### config.mk
export PLATFORM = sky130hd
export DESIGN_NAME = branch_resolve_unit
export DESIGN_NICKNAME = d
export VERILOG_FILES = /design/src/rtl/branch_resolve_unit.sv
export SDC_FILE = /design/constraint.sdc
export NUM_CORES = 1
export LEC_CHECK = 0
export CAP_MARGIN = 20
export CORE_ASPECT_RATIO = 0.6
export CORE_MARGIN = 5
export CORE_UTILIZATION = 43
export DETAILED_ROUTE_END_ITERATION = 8
export GPL_TIMING_DRIVEN = 0
export PLACE_DENSITY_LB_ADDON = 0.1
export SYNTH_ARGS = -nofsm -noshare
export SYNTH_HDL_FRONTEND = slang
export SYNTH_SLANG_ARGS = --single-unit
### constraint.sdc
create_clock -name clk -period 5.1 [get_ports clk]
set_clock_uncertainty 0.15 [all_clocks]
set_input_delay 0.765 -clock clk [delete_from_list [all_inputs] [get_ports clk]]
set_output_delay 0.765 -clock clk [all_outputs]
set_load 0.01 [all_outputs]
### src/rtl/branch_resolve_unit.sv
// EX-stage branch resolution: latches NZCV, decides B/CBZ/CBNZ/B.cond and issues a
// registered fetch redirect over valid/ready, then flushes the younger IF/ID slots.
module branch_resolve_unit #(
  parameter int unsigned WIDTH        = 64,
  parameter int unsigned FLUSH_CYCLES = 1
) (
  input  logic             clk,
  input  logic             reset,
  input  logic             zero_in,
  input  logic             neg_in,
  input  logic             carry_in,
  input  logic             ovf_in,
  input  logic             set_flags,
  input  logic             br_valid,
  input  logic [1:0]       br_type,
  input  logic [3:0]       br_cond,
  input  logic [WIDTH-1:0] br_target,
  input  logic             redirect_ready,
  output logic [3:0]       flags_q,
  output logic             redirect_valid,
  output logic [WIDTH-1:0] redirect_pc,
  output logic             flush,
  output logic             stall
);

  localparam int unsigned CntW = (FLUSH_CYCLES < 2) ? 1 : $clog2(FLUSH_CYCLES + 1);

  typedef enum logic [1:0] {
    Idle     = 2'd0,
    Redirect = 2'd1,
    Flush    = 2'd2
  } stateT;

  stateT            state, stateNext;
  logic [CntW-1:0]  cnt, cntNext;
  logic [WIDTH-1:0] pcNext;
  logic             validNext, flushNext, stallNext;
  logic             condHolds, taken;

  // B.cond evaluated against the flags latched before this cycle's edge
  always_comb begin
    condHolds = 1'b0;
    case (br_cond)
      4'b0000: condHolds = flags_q[2];
      4'b0001: condHolds = !flags_q[2];
      4'b0010: condHolds = flags_q[1];
      4'b0011: condHolds = !flags_q[1];
      4'b0100: condHolds = flags_q[3];
      4'b0101: condHolds = !flags_q[3];
      4'b0110: condHolds = flags_q[0];
      4'b0111: condHolds = !flags_q[0];
      4'b1000: condHolds = flags_q[1] && !flags_q[2];
      4'b1001: condHolds = !flags_q[1] || flags_q[2];
      4'b1010: condHolds = (flags_q[3] == flags_q[0]);
      4'b1011: condHolds = (flags_q[3] != flags_q[0]);
      4'b1100: condHolds = !flags_q[2] && (flags_q[3] == flags_q[0]);
      4'b1101: condHolds = flags_q[2] || (flags_q[3] != flags_q[0]);
      default: condHolds = 1'b1;
    endcase
  end

  always_comb begin
    taken = 1'b0;
    case (br_type)
      2'b00:   taken = 1'b1;
      2'b01:   taken = zero_in;
      2'b10:   taken = !zero_in;
      default: taken = condHolds;
    endcase
  end

  // Next state, counter and registered-output values
  always_comb begin
    stateNext = state;
    cntNext   = cnt;
    pcNext    = redirect_pc;
    case (state)
      Idle: begin
        if (br_valid && taken) begin
          stateNext = Redirect;
          pcNext    = br_target;
        end
      end
      Redirect: begin
        if (redirect_ready) begin
          if (FLUSH_CYCLES == 0) begin
            stateNext = Idle;
          end else begin
            stateNext = Flush;
            cntNext   = CntW'(FLUSH_CYCLES);
          end
        end
      end
      Flush: begin
        if (cnt <= CntW'(1)) begin
          stateNext = Idle;
          cntNext   = '0;
        end else begin
          cntNext = cnt - CntW'(1);
        end
      end
      default: begin
        stateNext = Idle;
        cntNext   = '0;
      end
    endcase
    validNext = (stateNext == Redirect);
    stallNext = (stateNext == Redirect);
    flushNext = (stateNext != Idle);
  end

  always_ff @(posedge clk or posedge reset) begin
    if (reset) begin
      state          <= Idle;
      cnt            <= '0;
      redirect_pc    <= '0;
      redirect_valid <= 1'b0;
      flush          <= 1'b0;
      stall          <= 1'b0;
    end else begin
      state          <= stateNext;
      cnt            <= cntNext;
      redirect_pc    <= pcNext;
      redirect_valid <= validNext;
      flush          <= flushNext;
      stall          <= stallNext;
    end
  end

  // Flag latch runs independently of the redirect FSM
  always_ff @(posedge clk or posedge reset) begin
    if (reset) begin
      flags_q <= 4'b0000;
    end else if (set_flags) begin
      flags_q <= {neg_in, zero_in, carry_in, ovf_in};
    end
  end

endmodule
==> run metrics <==
final WL=7610 µm; peak fanout along the critical path=10; DRT antenna net count=0; crit path capture type=flip-flop; final net count=428; Cell Pwr Density=559 mW/mm²; fillers=475; critical path required time=5.14 ns; clock transition at the registers of the reported paths=0.05 ns; DRC=0; Peak supply drop=0.000282 V; Cell Area, Synth=0.00292 mm²; initial antenna violation count=0; ys async rst share=1.00; H-tree lvl count=3; instance count of the mapped netlist=190; Syn. warnings=0; CTS Root Cell=clkbuf_16; worst hold path class=reg -> reg; worst hold start=redirect_pc[51]; DRT Pass-1 Iters=4; M2 GR Usage=0.294; Peak Freq=327 MHz; Die Footprint=0.00859 mm²; # setup viols final=0; Inserted Diodes=0; met3 track demand over resource=0.0782; pin count of the biggest net entering global routing=73; Leak Pwr=0.00201 µW; worst hold stages=1; WL/cell=17.3 µm; Worst Path Arrival=3.10 ns; grt peak-use layer=met2; Reg-to-Reg Start=flags_q[2]; minimum clock period=3.05 ns; gpl congestion=0.769; M1 GR Usage=0.235; clk sinks=72; most common cell after layout, fill and taps aside=clkdlybuf4s50_1; initial core utilization=0.439; Post-synth EDFFs=0; CTS tree=built; maxcap violations=0; CTS resizes=0; Slew Viols, Final=0; Post-Syn Area per Cell=15.4 µm²; Top FF cell, synth=dfrtp_1; DP Area=0.00451 mm²; vias post-DR=2112; Port Buffers=148; RSZ-0062 raised after global routing=false; worst slew pin tran=0.889 ns; GRT Overall Usage=0.186; most frequent cells in the layout=clkdlybuf4s50_1 (148), dfrtp_1 (72), mux2_2 (41); worst-case clock buffer depth=2; area grow syn2layout=65.6%; share of layout cells above drive strength 1=0.193; WHS=0.335 ns; syn_nets=269; flops & latches, synth=72; # hold bufs at CTS=0; Hold Vio Cnt, Final=0; post-synthesis sequential area ratio=0.617; RR Endpoint=redirect_pc[55]; Final HPWL DP=5760 µm; Min-Delay Endpoint=redirect_pc[51]; global route total overflow=0; CP Launch Type=input port; design area=0.00483 mm²; Die Wd=116 µm; TritonCTS Buffers=9; CORE AREA=0.00665 mm²; reg2reg setup slack=2.65 ns; Crit Path Category=in -> reg; first-pass GRT wire length=12200 µm; Die H=73.8 µm; Final period util=0.599; vias in the first global route=2339; Skew-Pair Late Insertion Delay=0.32 ns; Site Rows=23; 1st-iter DRT viols=113; status=complete, no violations; Sum Neg Setup Slack=0 ns; # IOs=150; total power=2700 µW; Worst slew margin=0.407; number of vias per cell=4.80; post-CTS setup buffers=0; count of cell types in the netlist=29; R2R cell count=8
-- stage by stage --
stage | worst slack, ns | instances | utilization
2_1_floorplan | 2.36 | 190 | -
3_3_place_gp | 1.12 | 425 | 0.678
3_5_place_dp | 1.69 | 425 | 0.679
4_1_cts | 2.00 | 440 | 0.727
5_1_grt | 1.88 | 440 | 0.727
6_report | 2.05 | 440 | 0.727
-- cells in the mapped netlist (2+ instances only) --
| master | instances | area share |
|---|---|---|
| dfrtp_1 | 72 | 0.62 |
| mux2_2 | 41 | 0.16 |
| mux2_1 | 27 | 0.10 |
| nand2b_1 | 5 | 0.011 |
| buf_2 | 4 | 0.0069 |
| nor2_1 | 4 | 0.0051 |
| buf_6 | 3 | 0.012 |
| inv_1 | 3 | 0.0039 |
| nand2_1 | 3 | 0.0039 |
| o21ai_0 | 3 | 0.0051 |
| xor2_1 | 3 | 0.0090 |
| buf_4 | 2 | 0.0051 |
| nand3b_1 | 2 | 0.0051 |
| nor2b_1 | 2 | 0.0043 |
| nor4_2 | 2 | 0.0086 |
-- logic make-up after synthesis --
kind of cell / count (synthesis) / synth area share
flops: 72 / 0.617
mux: 69 / 0.266
simple gates: 25 / 0.0592
buf+inv: 12 / 0.0274
compound gates: 8 / 0.0180
xor+xnor: 4 / 0.0120
-- power breakdown --
group	internal, µW	switching, µW
Sequential	828	130
Clock	451	217
Combinational	683	393
Total	1960	740
-- flip-flops by register name, summed over array words and instances, names as in the netlist --
| signal | flops |
|---|---|
| stall | 1 |
| redirect_pc | 64 |
| state | 2 |
| flush | 1 |
| flags_q | 4 |
-- how the worst max path moves through the flow --
stage,startpoint,cells after the start,slack [ns],end
final,br_cond[3],9,2.05,redirect_pc[55]
after floorplan,reset,1,2.36,flags_q[0]
after global placement,reset,2,1.12,redirect_pc[55]
after detailed placement,br_cond[3],9,1.69,redirect_pc[55]
after global routing,br_cond[3],9,1.88,redirect_pc[43]
after CTS,br_cond[3],9,2.00,redirect_pc[55]
-- per-layer routing --
metal	wire length, µm	up-vias
li1	-	981
met1	3100	1038
met2	3640	80
met3	760	13
met4	113	0
met5	0	-
-- cell type report --
class / count / area [µm²] / share of cell area
clock buffers: 12 / 256 / 0.0531
clock inverters: 3 / 65.1 / 0.0135
inverters: 3 / 13.8 / 0.00285
well taps: 87 / 109 / 0.0225
multi-input cells: 106 / 1040 / 0.214
repair buffers: 148 / 1480 / 0.307
flip-flops and latches: 72 / 1800 / 0.373
plain buffers: 9 / 68.8 / 0.0142
-- critical path: stages --
cell and delay, ns:
clkdlybuf4s50_1 0.64, nand3b_1 0.14, o2bb2ai_1 0.18, xnor2_1 0.16, nor4_2 0.08, nor4_4 0.35
buf_4 0.27, buf_6 0.18, mux2_1 0.34
Note: power is estimated with default switching activity, not from simulation.
